`src/rtl/dmem_arbiter_if.sv`:
```
// Purpose: bundle of the CPU, host and data-memory signals around dmem_arbiter.
// Ports (slave = arbiter side):
//   CPU  : c_req/c_we/c_word/c_addr/c_wdata in, c_gnt/c_rvalid/c_rdata out
//   Host : h_req/h_we/h_addr/h_wdata in,        h_gnt/h_rvalid/h_rdata out
//   Mem  : m_rdata in, m_en/m_we/m_addr/m_wdata out
//   busy : out, high whenever the sequencer is not idle
// The master modport is the requester/memory side (used by the testbench).
interface dmem_arbiter_if #(
  parameter int unsigned AW = 8
);
  logic          c_req;
  logic          c_we;
  logic          c_word;
  logic [AW-1:0] c_addr;
  logic [15:0]   c_wdata;
  logic          c_gnt;
  logic          c_rvalid;
  logic [15:0]   c_rdata;

  logic          h_req;
  logic          h_we;
  logic [AW-1:0] h_addr;
  logic [7:0]    h_wdata;
  logic          h_gnt;
  logic          h_rvalid;
  logic [7:0]    h_rdata;

  logic          m_en;
  logic          m_we;
  logic [AW-1:0] m_addr;
  logic [7:0]    m_wdata;
  logic [7:0]    m_rdata;

  logic          busy;

  modport slave (
    input  c_req, c_we, c_word, c_addr, c_wdata,
    input  h_req, h_we, h_addr, h_wdata,
    input  m_rdata,
    output c_gnt, c_rvalid, c_rdata,
    output h_gnt, h_rvalid, h_rdata,
    output m_en, m_we, m_addr, m_wdata,
    output busy
  );

  modport master (
    output c_req, c_we, c_word, c_addr, c_wdata,
    output h_req, h_we, h_addr, h_wdata,
    output m_rdata,
    input  c_gnt, c_rvalid, c_rdata,
    input  h_gnt, h_rvalid, h_rdata,
    input  m_en, m_we, m_addr, m_wdata,
    input  busy
  );
endinterface

```
`src/rtl/dmem_arbiter.sv`:
```
// Purpose: two-port arbiter/sequencer for the byte-wide data memory. Shares
// the memory between the CPU load/store path and the host loader; CPU word
// accesses are split into two little-endian byte beats (low byte first).
// Ports:
//   i_clk : clock, rising edge
//   i_rst : asynchronous active-high reset, returns to IDLE
//   bus   : dmem_arbiter_if.slave (CPU, host and memory signal groups)
module dmem_arbiter #(
  parameter int unsigned AW = 8
) (
  input  logic          i_clk,
  input  logic          i_rst,
  dmem_arbiter_if.slave bus
);

  localparam logic [1:0] S_IDLE = 2'd0;
  localparam logic [1:0] S_B0   = 2'd1;
  localparam logic [1:0] S_B1   = 2'd2;
  localparam logic [1:0] S_DONE = 2'd3;

  logic [1:0]    r_state;
  logic [1:0]    w_next;
  logic          w_pick_cpu;
  logic          w_accept;

  logic          r_last_cpu;   // 1: CPU served last, 0: host served last
  logic          r_sel_cpu;    // owner of the transaction in flight
  logic          r_we;
  logic          r_word;
  logic [AW-1:0] r_addr;
  logic [15:0]   r_wdata;
  logic [7:0]    r_lo_byte;
  logic [15:0]   r_c_rdata;
  logic [7:0]    r_h_rdata;

  // State register
  always_ff @(posedge i_clk or posedge i_rst) begin
    if (i_rst) r_state <= S_IDLE;
    else       r_state <= w_next;
  end

  // Next state and decoded outputs
  always_comb begin
    w_next       = r_state;
    w_accept     = (r_state == S_IDLE) && (bus.c_req || bus.h_req);
    // On a tie the requester not served last wins
    w_pick_cpu   = bus.c_req && (!bus.h_req || !r_last_cpu);
    bus.c_gnt    = 1'b0;
    bus.h_gnt    = 1'b0;
    bus.c_rvalid = 1'b0;
    bus.h_rvalid = 1'b0;
    bus.c_rdata  = r_c_rdata;
    bus.h_rdata  = r_h_rdata;
    bus.m_en     = 1'b0;
    bus.m_we     = 1'b0;
    bus.m_addr   = '0;
    bus.m_wdata  = 8'h00;
    bus.busy     = (r_state != S_IDLE);
    case (r_state)
      S_IDLE: begin
        if (w_accept) w_next = S_B0;
      end
      S_B0: begin
        bus.c_gnt   = r_sel_cpu;
        bus.h_gnt   = !r_sel_cpu;
        bus.m_en    = 1'b1;
        bus.m_we    = r_we;
        bus.m_addr  = r_addr;
        bus.m_wdata = r_wdata[7:0];
        w_next      = r_word ? S_B1 : S_DONE;
      end
      S_B1: begin
        bus.m_en    = 1'b1;
        bus.m_we    = r_we;
        bus.m_addr  = r_addr + AW'(1);  // wraps modulo 2^AW
        bus.m_wdata = r_wdata[15:8];
        w_next      = S_DONE;
      end
      S_DONE: begin
        // Last read beat is on m_rdata this cycle; forward it with rvalid
        if (!r_we) begin
          if (r_sel_cpu) begin
            bus.c_rvalid = 1'b1;
            bus.c_rdata  = r_word ? {bus.m_rdata, r_lo_byte} : {8'h00, bus.m_rdata};
          end else begin
            bus.h_rvalid = 1'b1;
            bus.h_rdata  = bus.m_rdata;
          end
        end
        w_next = S_IDLE;
      end
      default: w_next = S_IDLE;
    endcase
  end

  // Request latch, arbitration history and read-data holding registers
  always_ff @(posedge i_clk or posedge i_rst) begin
    if (i_rst) begin
      r_last_cpu <= 1'b0;
      r_sel_cpu  <= 1'b0;
      r_we       <= 1'b0;
      r_word     <= 1'b0;
      r_addr     <= '0;
      r_wdata    <= 16'h0000;
      r_lo_byte  <= 8'h00;
      r_c_rdata  <= 16'h0000;
      r_h_rdata  <= 8'h00;
    end else begin
      if (w_accept) begin
        r_sel_cpu  <= w_pick_cpu;
        r_last_cpu <= w_pick_cpu;
        r_we       <= w_pick_cpu ? bus.c_we : bus.h_we;
        r_word     <= w_pick_cpu && bus.c_word;
        r_addr     <= w_pick_cpu ? bus.c_addr : bus.h_addr;
        r_wdata    <= w_pick_cpu ? bus.c_wdata : {8'h00, bus.h_wdata};
      end
      if (r_state == S_B1) r_lo_byte <= bus.m_rdata;
      if (bus.c_rvalid)    r_c_rdata <= bus.c_rdata;
      if (bus.h_rvalid)    r_h_rdata <= bus.h_rdata;
    end
  end

endmodule

```
`src/flat_wrapper.sv`:
```
// flat-port wrapper written by rule: the top's interface ports become plain ports
module dmem_arbiter_flat 
#(
  parameter int unsigned AW = 8
)
  (i_clk, i_rst, bus_c_req, bus_c_we, bus_c_word, bus_c_addr, bus_c_wdata, bus_h_req, bus_h_we, bus_h_addr, bus_h_wdata, bus_m_rdata, bus_c_gnt, bus_c_rvalid, bus_c_rdata, bus_h_gnt, bus_h_rvalid, bus_h_rdata, bus_m_en, bus_m_we, bus_m_addr, bus_m_wdata, bus_busy);
  dmem_arbiter_if #(.AW(AW)) bus_i ();
  input  logic i_clk;
  input  logic i_rst;
  input wire logic [$bits(bus_i.c_req)-1:0] bus_c_req;
  input wire logic [$bits(bus_i.c_we)-1:0] bus_c_we;
  input wire logic [$bits(bus_i.c_word)-1:0] bus_c_word;
  input wire logic [$bits(bus_i.c_addr)-1:0] bus_c_addr;
  input wire logic [$bits(bus_i.c_wdata)-1:0] bus_c_wdata;
  input wire logic [$bits(bus_i.h_req)-1:0] bus_h_req;
  input wire logic [$bits(bus_i.h_we)-1:0] bus_h_we;
  input wire logic [$bits(bus_i.h_addr)-1:0] bus_h_addr;
  input wire logic [$bits(bus_i.h_wdata)-1:0] bus_h_wdata;
  input wire logic [$bits(bus_i.m_rdata)-1:0] bus_m_rdata;
  output wire logic [$bits(bus_i.c_gnt)-1:0] bus_c_gnt;
  output wire logic [$bits(bus_i.c_rvalid)-1:0] bus_c_rvalid;
  output wire logic [$bits(bus_i.c_rdata)-1:0] bus_c_rdata;
  output wire logic [$bits(bus_i.h_gnt)-1:0] bus_h_gnt;
  output wire logic [$bits(bus_i.h_rvalid)-1:0] bus_h_rvalid;
  output wire logic [$bits(bus_i.h_rdata)-1:0] bus_h_rdata;
  output wire logic [$bits(bus_i.m_en)-1:0] bus_m_en;
  output wire logic [$bits(bus_i.m_we)-1:0] bus_m_we;
  output wire logic [$bits(bus_i.m_addr)-1:0] bus_m_addr;
  output wire logic [$bits(bus_i.m_wdata)-1:0] bus_m_wdata;
  output wire logic [$bits(bus_i.busy)-1:0] bus_busy;
  assign bus_i.c_req = bus_c_req;
  assign bus_i.c_we = bus_c_we;
  assign bus_i.c_word = bus_c_word;
  assign bus_i.c_addr = bus_c_addr;
  assign bus_i.c_wdata = bus_c_wdata;
  assign bus_i.h_req = bus_h_req;
  assign bus_i.h_we = bus_h_we;
  assign bus_i.h_addr = bus_h_addr;
  assign bus_i.h_wdata = bus_h_wdata;
  assign bus_i.m_rdata = bus_m_rdata;
  assign bus_c_gnt = bus_i.c_gnt;
  assign bus_c_rvalid = bus_i.c_rvalid;
  assign bus_c_rdata = bus_i.c_rdata;
  assign bus_h_gnt = bus_i.h_gnt;
  assign bus_h_rvalid = bus_i.h_rvalid;
  assign bus_h_rdata = bus_i.h_rdata;
  assign bus_m_en = bus_i.m_en;
  assign bus_m_we = bus_i.m_we;
  assign bus_m_addr = bus_i.m_addr;
  assign bus_m_wdata = bus_i.m_wdata;
  assign bus_busy = bus_i.busy;
  dmem_arbiter #(.AW(AW)) u_core (.i_clk(i_clk), .i_rst(i_rst), .bus(bus_i));
endmodule
```
`config.mk`:
```
export PLATFORM = sky130hd
export DESIGN_NAME = dmem_arbiter_flat
export DESIGN_NICKNAME = d
export VERILOG_FILES = /design/src/rtl/dmem_arbiter_if.sv /design/src/rtl/dmem_arbiter.sv /design/src/flat_wrapper.sv
export SDC_FILE = /design/constraint.sdc
export NUM_CORES = 1
export LEC_CHECK = 0
export CAP_MARGIN = 20
export CELL_PAD_IN_SITES_DETAIL_PLACEMENT = 1
export CELL_PAD_IN_SITES_GLOBAL_PLACEMENT = 1
export CORE_ASPECT_RATIO = 0.8
export CORE_MARGIN = 2
export CORE_UTILIZATION = 35
export CTS_BUF_LIST = sky130_fd_sc_hd__clkbuf_16
export CTS_CLUSTER_DIAMETER = 30
export DETAILED_ROUTE_END_ITERATION = 8
export GPL_ROUTABILITY_DRIVEN = 0
export PLACE_DENSITY_LB_ADDON = 0.1
export SKIP_CTS_REPAIR_TIMING = 1
export SLEW_MARGIN = 20
export SYNTH_ARGS = -nofsm -noshare
export SYNTH_HDL_FRONTEND = slang
export SYNTH_SLANG_ARGS = --single-unit
export TNS_END_PERCENT = 10
```
`constraint.sdc`:
```
create_clock -name i_clk -period 2.5 [get_ports i_clk]
set_clock_uncertainty 0.15 [all_clocks]
set_input_delay 0.5 -clock i_clk [delete_from_list [all_inputs] [get_ports i_clk]]
set_output_delay 0.5 -clock i_clk [all_outputs]
set_load 0.02 [all_outputs]
```
==> impl_metrics.tcl, run 1 <==
set metrics [dict create \
    finalSetupViolCount 2 \
    cts_root_buf "clkbuf_16" \
    wl_per_cell_um 16.47 \
    clock_sinks 61 \
    min_path_type "reg2reg" \
    crit_family "buffers and inverters" \
    cts_tree "yes" \
    postRouteWirelength_mm 9.092 \
    cts_buffers 9 \
    synth-adder-area-share_pct 1.941 \
    track_usage_pct 18.39 \
    clk_pin_slew_ps 60 \
    syn_inst 308 \
    rsz0062_at_grt "yes" \
    synth-xor-area-share_pct 0.8152 \
    port-buffer-count 101 \
    whs_path_depth 2 \
    synth.most_common_cell "dfrtp_1" \
    overflow 0 \
    synthSimpleGateAreaFrac_pct 11.92 \
    total_power_mw 6.753 \
    yosysSeqAreaShare_pct 47.36 \
    cp-end-kind "output port" \
    fin_nets 492 \
    place_area_um2 4556 \
    first_iter_violations 64 \
    ant_nets 0 \
    antenna_cells 0 \
    drc_errors 0 \
    first_pass_iters 4 \
    tightest_slew_ps 423.2 \
    yosysTopAreaCellShare_pct 47.36 \
    relSlewSlack_pct 71.79 \
    final_area_um2 4862 \
    grt_pass1_vias 2956 \
    fmax_ghz 0.3779 \
    synth_cell_types 33 \
    clk_latency_ps 330 \
    area_delta_synth_final_pct 50.85 \
    dieWidth_um 111.3 \
    setup.worst_path.start_class "flip-flop" \
    netlist_area_um2 3223 \
    synth_compound_area_share_pct 15.26 \
    path_cells "buf_4 -> ha_1 -> buf_6 -> and2b_2 -> clkdlybuf4s50_1" \
    p_leak_nw 2.319 \
    yosys-top-cells-area "dfrtp_1 47%, o21ai_0 8.5%, mux2i_1 8.1%" \
    synth-edff-count 0 \
    dieArea_um2 9997 \
    core_um2 8999 \
    synth_nets 368 \
    start_util_pct 35.82 \
    path_depth 5 \
    viasPerCell 5.029 \
    synthMuxAreaShare_pct 17.51 \
    synth-seq-cells 61 \
    synth_ff_type "dfrtp_1" \
    async_reset_ff_share_pct 100.0 \
    timing.hold.ws_ps 321.8 \
    grt_start_max_net_pins 62 \
    slowest_delay_ps 530 \
    outcome "complete, but fails checks" \
    powerDensity_nw_per_um2 1389 \
    io_pins 102 \
    htree_levels 3 \
    fin_ws_ps -146.3 \
    cp_max_fo 12 \
    slew_violations 0 \
    drive_gt1_share_pct 28.15 \
    grt_pass1_wl_mm 14.68 \
    yosys.area.top_type "dfrtp_1" \
    rows 31 \
    syn_avg_cell_area_um2 10.46 \
    yosysWarnings 0 \
    crit_arrival_ps 2000 \
    violations "setup timing" \
    ir_drop_mv 0.4756 \
    cp.required_ps 1850 \
    slowest_stage "clkdlybuf4s50_1" \
    path_buf_inv 3 \
    die_h_um 89.83 \
    rr_worst_depth 6 \
    post-route-util_pct 54.03 \
    crit_type "reg2out" \
    antenna_found_initial 0 \
    synth_common_cells "61 x dfrtp_1, 55 x o21ai_0, 45 x nand2_1" \
    hold_viol 0 \
    vias 2776 \
    period_share_pct 105.9 \
    period_needed_ps 2646 \
    cts_buffer_depth 2 \
    drv_cap 0 \
    dpl.hpwl_mm 6.269 \
    synth_top_family_by_area "multiplexers" \
]
[through the flow]
step,setup TNS (ps),setup WS [ps],cells
final,-190.6,-146.3,552
after global placement,-2785,-213.7,534
after CTS,-17420,-533.6,550
after detailed placement,-3252,-211.3,534
after floorplan,0,97.59,308
after global routing,-1006,-238.4,552
[state kept, by name, summed over array words and instances (netlist names), 2 cells and up]
register          cells
u_core.r_lo_byte      8
u_core.r_addr         8
u_core.r_wdata       16
u_core.r_state        2
u_core.r_h_rdata      8
u_core.r_c_rdata     16
[where the power goes]
part	internal, mW	leakage, nW	switching (mW)
clock	0.967	0.159	0.454
sequential	1.48	0.754	0.261
combinational	1.68	1.41	1.91
total	4.13	2.32	2.63
[worst register-to-register path: stages (launching register included)]
cell	delay, ps
dfrtp_1	380
inv_1	110
ha_1	230
buf_4	170
or3b_2	480
o211ai_1	110
o21ai_0	110
[logic make-up after synthesis]
group / count (synthesis)
buf+inv: 29
mux: 50
compound gates: 82
xor+xnor: 3
fa+ha+maj: 5
flops: 61
simple gates: 78
[metal layers]
metal,vias to the layer above,track usage [%],part of all wire (%)
met5,-,0,0
met4,0,5.864,1.2
met3,9,4.990,4.5
met2,59,28.81,47
met1,1374,24.89,48
li1,1334,-,-
[placed cells by master, fill, tap and decap left out, types with 6 or more instances in the layout]
cell type	n
dfrtp_1	61
clkdlybuf4s50_1	56
nand2_1	45
o21ai_0	45
buf_4	29
mux2i_1	26
clkbuf_2	16
mux2_2	15
buf_2	12
a22oi_1	10
nor2b_1	10
clkbuf_16	10
dlymetal6s2s_1	10
o21ai_1	9
mux2_4	9
a22o_1	9
nand3_1	8
inv_1	6
buf_12	6
[layout make-up]
type	instances	area, um^2
fillers	996	4136
well taps	115	143.9
inverters	7	26.28
repair buffers	135	1249
multi-input cells	218	1578
clock buffers	9	225.2
flip-flops and latches	61	1526
clock inverters	7	113.9
[path summary, 6_finish.rpt]
path                                        end                  from  slack [ps]
max                                   bus_h_gnt     u_core.r_state[0]        -150
min                        u_core.r_c_rdata[15]  u_core.r_c_rdata[15]         320
max reg2reg                   u_core.r_state[0]     u_core.r_state[1]         650
min reg2reg                u_core.r_c_rdata[15]  u_core.r_c_rdata[15]         320
max in group asynchronous     u_core.r_state[1]                 i_rst        1500
min in group asynchronous   u_core.r_h_rdata[1]                 i_rst         390
No activity file was read; power rests on OpenSTA's default activity.
==> inputs of run 2 (changes only) <==
--- a/config.mk
+++ b/config.mk
@@ -17,6 +17,7 @@
 export GPL_ROUTABILITY_DRIVEN = 0
 export PLACE_DENSITY_LB_ADDON = 0.1
 export SKIP_CTS_REPAIR_TIMING = 1
+export SKIP_LAST_GASP = 1
 export SLEW_MARGIN = 20
 export SYNTH_ARGS = -nofsm -noshare
 export SYNTH_HDL_FRONTEND = slang
==> impl_metrics.tcl, run 2 (synthesis results as in run 1) <==
set metrics [dict create \
    grt_pass1_vias 2956 \
    clk_pin_slew_ps 60 \
    io_pins 102 \
    slew_violations 0 \
    start_util_pct 35.82 \
    cts_buffer_depth 2 \
    cp-end-kind "output port" \
    slowest_delay_ps 530 \
    overflow 0 \
    setup.worst_path.start_class "flip-flop" \
    min_path_type "reg2reg" \
    powerDensity_nw_per_um2 1364 \
    clock_sinks 61 \
    antenna_found_initial 0 \
    regArea_um2 1526 \
    dieArea_um2 9997 \
    busiest_layer "met2" \
    reg2reg_setup_slack_ps 630 \
    violations "setup timing" \
    finalSetupViolCount 17 \
    path_cells "buf_4 -> ha_1 -> buf_4 -> and2b_2 -> clkdlybuf4s50_1" \
    top_regs "u_core.r_c_rdata x16, u_core.r_wdata x16" \
    first_pass_iters 5 \
    ant_nets 0 \
    cts_buffers 9 \
    drv_cap 0 \
    fmax_ghz 0.3704 \
    crit_arrival_ps 2050 \
    grt_util_met3_pct 4.990 \
    cts_root_buf "clkbuf_16" \
    total_power_mw 6.916 \
    layout_common_cells "61 x dfrtp_1, 59 x clkdlybuf4s50_1, 53 x o21ai_0, 45 x nand2_1, 39 x dlymetal6s2s_1" \
    first_iter_violations 68 \
    rows 31 \
    use_met1_pct 24.89 \
    cp_max_fo 12 \
    drc_errors 0 \
    multi_input_area_um2 1573 \
    htree_levels 3 \
    vias 2779 \
    grt_pass1_wl_mm 14.68 \
    dieWidth_um 111.3 \
    die_h_um 89.83 \
    cp.required_ps 1850 \
    slowest_stage "clkdlybuf4s50_1" \
    wl_per_cell_um 16.59 \
    rsz0062_at_grt "yes" \
    timing.hold.ws_ps 322.0 \
    met2_usage_pct 28.81 \
    crit_family "buffers and inverters" \
    relSlewSlack_pct 71.87 \
    outcome "complete, but fails checks" \
    dp_slack_ps -211.3 \
    endpoint "bus_h_gnt" \
    hold_viol 0 \
    antenna_cells 0 \
    clk_latency_ps 330 \
    period_needed_ps 2700 \
    post-route-util_pct 56.33 \
    r2r-start "u_core.r_state[0]" \
    core_um2 8999 \
    startpoint "u_core.r_state[0]" \
    crit_top_cell "buf_4" \
    area_delta_synth_final_pct 57.26 \
    tightest_slew_ps 421.9 \
    path_depth 5 \
    postRouteWirelength_mm 9.157 \
    port-buffer-count 101 \
    dpl.hpwl_mm 6.269 \
    final_common_cell "dfrtp_1" \
    rr_worst_depth 6 \
    fin_nets 492 \
    grt_start_max_net_pins 62 \
    period_share_pct 108.0 \
    path_buf_inv 3 \
    p_leak_nw 2.677 \
    crit_type "reg2out" \
    nFillCells 974 \
    ir_drop_mv 0.5202 \
    drive_gt1_share_pct 20.37 \
    track_usage_pct 18.39 \
    fin_ws_ps -199.5 \
    reg2reg_to "u_core.r_state[0]" \
    cts_tree "yes" \
    viasPerCell 5.034 \
]
[run 2: worst min-delay path by stage]
| stage | from | to | slack, ps | depth (start not counted) |
|---|---|---|---|---|
| detailed placement | u_core.r_c_rdata[15] | u_core.r_c_rdata[15] | 310 | 2 |
| finish | u_core.r_c_rdata[7] | u_core.r_c_rdata[7] | 320 | 2 |
| global placement | u_core.r_c_rdata[10] | u_core.r_c_rdata[10] | 300 | 2 |
| global route | u_core.r_c_rdata[15] | u_core.r_c_rdata[15] | 350 | 2 |
| CTS | u_core.r_c_rdata[15] | u_core.r_c_rdata[15] | 330 | 2 |
| floorplan | u_core.r_c_rdata[0] | u_core.r_c_rdata[0] | 290 | 2 |
[run 2: tightest hold or removal path, stage by stage, from the launching register on]
cell     delay [ps]
dfrtp_1         320
nand2_1          50
o21ai_0          60
[run 2: final cells by class]
cell class                 count  share of cell area (%)
tap                          115                   2.839
inverter                       7                  0.5184
sequential                    61                   30.12
clock inverter                 7                   2.246
clock buffer                   9                   4.443
timing repair buffer         135                   28.81
multi-input combinational    218                   31.03
[run 2: per-stage QoR]
stage / std cells / TNS, ps / cell area [um^2]
4_1_cts: 550 / -17420 / 4895
2_1_floorplan: 308 / 0 / 3223
3_5_place_dp: 534 / -3252 / 4556
3_3_place_gp: 534 / -2785 / 4556
5_1_grt: 552 / -4383 / 5069
6_report: 552 / -1244 / 5069
[run 2: power by group]
group | switching [mW] | internal [mW] | leakage [nW]
sequential | 0.262 | 1.48 | 0.754
combinational | 1.90 | 1.85 | 1.76
clock | 0.453 | 0.967 | 0.159
total | 2.62 | 4.30 | 2.68
[run 2: metal layers]
layer / up-vias / wire (um)
li1: 1339 / -
met4: 0 / 72
met3: 7 / 411
met1: 1379 / 4307
met5: - / 0
met2: 54 / 4365
==> inputs of run 3 (changes only) <==
--- a/config.mk
+++ b/config.mk
@@ -15,6 +15,7 @@
 export CTS_CLUSTER_DIAMETER = 30
 export DETAILED_ROUTE_END_ITERATION = 8
 export GPL_ROUTABILITY_DRIVEN = 0
+export GPL_TIMING_DRIVEN = 0
 export PLACE_DENSITY_LB_ADDON = 0.1
 export SKIP_CTS_REPAIR_TIMING = 1
 export SKIP_LAST_GASP = 1
==> impl_metrics.tcl, run 3 (synthesis results as in run 1) <==
set metrics [dict create \
    cts_tree "yes" \
    drc_errors 0 \
    clk_latency_ps 330 \
    grt_start_max_net_pins 37 \
    rows 31 \
    cp_max_fo 10 \
    clk_pin_slew_ps 50 \
    tightest_slew_ps 567.3 \
    fin_ws_ps -255.6 \
    htree_levels 3 \
    antenna_found_initial 0 \
    reg2reg_to "u_core.r_addr[5]" \
    slew_violations 0 \
    core_um2 8999 \
    ir_drop_mv 0.5300 \
    cts_root_buf "clkbuf_16" \
    dpl.hpwl_mm 7.034 \
    outcome "complete, but fails checks" \
    endpoint "bus_m_addr[6]" \
    pwr-share-comb_pct 53.2 \
    rr_worst_depth 5 \
    r2r-start "u_core.r_state[0]" \
    total_power_mw 6.575 \
    cts_buffer_depth 2 \
    wl_per_cell_um 17.95 \
    post-route-util_pct 53.74 \
    start_util_pct 35.82 \
    crit_arrival_ps 2110 \
    cp.required_ps 1850 \
    ant_nets 0 \
    p_seq_share_pct 27.2 \
    reg2reg_setup_slack_ps 500 \
    period_share_pct 110.2 \
    grt_pass1_wl_mm 15.96 \
    viasPerCell 5.127 \
    first_pass_iters 4 \
    die_h_um 89.83 \
    finalSetupViolCount 23 \
    io_pins 102 \
    min_path_type "reg2reg" \
    vias 2784 \
    fmax_ghz 0.3629 \
    clock_sinks 61 \
    cp-end-kind "output port" \
    dieArea_um2 9997 \
    nFillCells 1016 \
    cts_buffers 9 \
    relSlewSlack_pct 61.93 \
    startpoint "u_core.r_state[1]" \
    p_leak_nw 2.571 \
    layout_common_cells "61 x dfrtp_1, 58 x clkdlybuf4s50_1, 54 x o21ai_0, 44 x nand2_1, 39 x dlymetal6s2s_1" \
    min-delay-start "u_core.r_c_rdata[15]" \
    p_switching_mw 2.582 \
    drv_cap 0 \
    fin_nets 484 \
    powerDensity_nw_per_um2 1360 \
    setup.worst_path.start_class "flip-flop" \
    track_usage_pct 20.31 \
    dieWidth_um 111.3 \
    violations "setup timing" \
    overflow 0 \
    area_delta_synth_final_pct 50.04 \
    antenna_cells 0 \
    final_common_cell "dfrtp_1" \
    hold_viol 0 \
    rsz0062_at_grt "yes" \
    top_regs "u_core.r_c_rdata x16, u_core.r_wdata x16" \
    postRouteWirelength_mm 9.747 \
    drive_gt1_share_pct 16.82 \
    period_needed_ps 2756 \
    first_iter_violations 72 \
    port-buffer-count 101 \
    clockPowerShare_pct 19.6 \
    internal_power_mw 3.993 \
    sw_frac_of_total_pct 39.28 \
    crit_type "reg2out" \
    grt_pass1_vias 3104 \
]
[run 3: cell types whose count changed in the layout (fill, tap and decap cells not counted), moves of 3 or more]
cell / before / now
clkbuf_4: 0 / 4
buf_12: 6 / 2
buf_4: 27 / 3
buf_6: 3 / 6
clkbuf_1: 0 / 3
buf_2: 0 / 10
[run 3: cell type report]
cell class              count  area [um^2]  share of cell area (%)
flip-flops and latches     61         1526                   31.57
clock inverters             6        80.08                   1.656
clock buffers               9        225.2                   4.657
plain buffers              22        168.9                   3.493
well taps                 115        143.9                   2.975
repair buffers            105         1131                   23.39
inverters                   7        28.78                  0.5951
multi-input cells         218         1531                   31.67
[run 3: worst min-delay path by stage]
stage,endpoint,slack (ps),cells past startpoint
2_1_floorplan,u_core.r_c_rdata[0],290,2
4_1_cts,u_core.r_c_rdata[12],330,2
3_3_place_gp,u_core.r_c_rdata[8],300,2
3_5_place_dp,u_core.r_c_rdata[0],320,2
6_report,u_core.r_c_rdata[15],320,2
5_1_grt,u_core.r_c_rdata[9],350,2
[run 3: power groups by stage]
stage          Clock [mW]  Sequential [mW]  Combinational (mW)
6_report             1.29             1.79                3.50
2_1_floorplan           0             1.70                2.18
4_1_cts              1.31             1.79                3.55
5_1_grt              1.37             1.86                3.80
3_5_place_dp            0             1.80                3.51
3_3_place_gp            0             1.77                3.44
[run 3: per-layer routing]
metal / track usage [%] / wire length [um] / up-vias
met5: 0 / 0 / -
met1: 26.62 / 4533 / 1402
met3: 5.462 / 460 / 9
li1: - / - / 1314
met4: 5.864 / 131 / 0
met2: 33.18 / 4621 / 59
[run 3: stage by stage]
step	setup TNS (ps)	cell area [um^2]	setup slack [ps]	cells	hold slack, ps
3_3_place_gp	-66910	4378	-938.6	524	300.0
5_1_grt	-6437	4836	-367.1	543	354.0
6_report	-2730	4836	-255.6	543	323.2
4_1_cts	-26020	4706	-891.8	540	329.8
3_5_place_dp	-10490	4400	-526.3	525	316.5
2_1_floorplan	0	3223	97.59	308	288.7
[run 3: worst max-delay path: stages, from the launching register on]
cell and delay (ps):
dfrtp_1 390, inv_1 90, ha_1 310, buf_6 150
nand2_2 100, or4_1 470, nand3_1 90, buf_2 170
==> patch: new RTL, config.mk and constraints of run 3 <==
Reset style: synchronous (`i_rst`), changed in 2 clocked blocks. Comments in the files are not updated.
--- a/src/rtl/dmem_arbiter.sv
+++ b/src/rtl/dmem_arbiter.sv
@@ -35,5 +35,5 @@
 
   // State register
-  always_ff @(posedge i_clk or posedge i_rst) begin
+  always_ff @(posedge i_clk) begin
     if (i_rst) r_state <= S_IDLE;
     else       r_state <= w_next;
@@ -95,5 +95,5 @@
 
   // Request latch, arbitration history and read-data holding registers
-  always_ff @(posedge i_clk or posedge i_rst) begin
+  always_ff @(posedge i_clk) begin
     if (i_rst) begin
       r_last_cpu <= 1'b0;
Function: differs if i_rst is asserted again (counterexample within 4 cycles, from zero or initial values and one cycle with i_rst high); with i_rst held inactive, the same outputs for 10 cycles.
==> patch against run 3 <==
  * The run still ends with negative setup slack left
  * Final area is 5.2% lower
  * Worst setup slack better by 0.035 ns
  * Wire length is 0.42% higher
  * Final cell count is 5.7% higher
  * Sequential cell count stayed put
  * Utilization is 3.2 points higher
  * Sequential share of layout area is 4.8 points lower
  * Area after synthesis is 8.8% lower
Power is not compared: it rests on default switching activity, and its combinational part moved more than twofold at a synthesized area within 25%.
==> patch: results (changes against run 3) <==
Synthesis
  • Post-synthesis cell type count: 35 (+6.1%)
  • Top post-synthesis cells by area: dfxtp_1, mux2i_1, mux2_2
  • Synthesized net count: 400 (+8.7%)
  • Sequential-to-total area share from yosys stat: 41.55% (-5.8 points)
  • Synth cell count leaders: dfxtp_1, nand2_1, nor2_1
  • Synthesized area per cell: 8.644 µm² (-17%)

Layout
  • Layout clock area frac: 5.839% (-0.47 points)
  • FF+latch count: 61 (unchanged)
  • Inverters: 6 (-1)
  • Multi-input combinational cell count: 246 (+13%)
  • Layout net count: 521 (+7.6%)
  • Layout cells sized above 1: 16.09% (-0.73 points)
  • Non-clock buffer total of the final layout: 137 (+7.9%)
  • Multi-input combinational area share: 35.03% (+3.4 points)
  • Non-clock buffering overhead: 28.73% (+1.8 points)
  • Fraction of area in registers: 26.79% (-4.8 points)
  • Design area: 4586 µm² (-5.2%)
  • Fillers: 942 (-7.3%)

GRT
  • Largest net degree at the start of global routing: 12 (-68%)
  • Met1 usage: 27.20% (+0.58 points)
  • Met2 usage: 36.89% (+3.7 points)
  • Grt met3 use: 5.243% (-0.22 points)
  • Vias in the first global route: 3121 (+0.55%)
  • GRT Total Usage: 21.44% (+1.1 points)
  • First-pass GRT wire length: 15410 µm (-3.4%)

Worst setup path
  • CP top delay family: buffers and inverters
  • Worst EP arrival: 2.07 ns (-0.04 ns)
  • Crit-path max cell delay: 0.63 ns (+0.16 ns)

Floorplanning
  • Tap Count: 108 (-6.1%)

Placement
  • Placed cell area: 4075 µm² (-7.4%)
  • Post-DP HPWL: 6926 µm (-1.5%)
  • Placed cell count: 548 (+4.4%)
  • Port bufs: 100 (-0.99%)
  • Setup WS pre-CTS: -0.4038 ns (+0.1224 ns)

Detailed routing
  • DR WL met3: 429 µm (-6.7%)
  • Top sig layer: met4
  • Avg Vias per Cell: 5.171 (+0.85%)
  • Vias post-DR: 2968 (+6.6%)
  • Post-Route WL: 9788 µm (+0.42%)
  • Met2 routed WL: 4852 µm (+5.0%)
  • Iteration-0 DRC Markers: 93 (+29%)
  • Met1 WL: 4427 µm (-2.3%)

Timing
  • Setup TNS after final layout: -1.686 ns (+1.044 ns)
  • Worst rel slew slack: 57.87% (-4.1 points)
  • Worst Setup Slack, final: -0.2204 ns (+0.03519 ns)
  • Endpoints failing setup: 16 (-30%)

Pwr
  • PnR Total Power: 3.924 mW

Run status
  • Failing checks: negative setup slack
  • Status: complete, but fails checks
patch: cell types whose count changed in the layout (fill, tap and decap cells not counted), sizes merged, moves of 4 or more:
cell / run 3 / this run
o21ai: 56 / 3
nand3: 8 / 15
a22o: 9 / 0
clkbuf: 18 / 25
a21oi: 1 / 20
dfxtp: 0 / 61
buf: 21 / 25
a32oi: 0 / 9
and2: 6 / 2
mux2: 24 / 16
a211oi: 0 / 17
clkinvlp: 1 / 5
nor2: 0 / 46
dfrtp: 61 / 0
patch: worst paths after layout:
path	cells past startpoint	endpoint	start	slack, ns
min reg2reg	2	u_core.r_c_rdata[0]	u_core.r_c_rdata[0]	0.31
min	2	u_core.r_c_rdata[0]	u_core.r_c_rdata[0]	0.31
max reg2reg	5	u_core.r_h_rdata[4]	u_core.r_state[0]	0.62
max	5	bus_h_gnt	u_core.r_state[1]	-0.22
patch: cells by family after synthesis:
family          share of synthesized area (%)
mux                                     14.99
simple gates                            19.37
buf+inv                                 5.704
compound gates                          16.26
flops                                   41.55
fa+ha+maj                               2.129
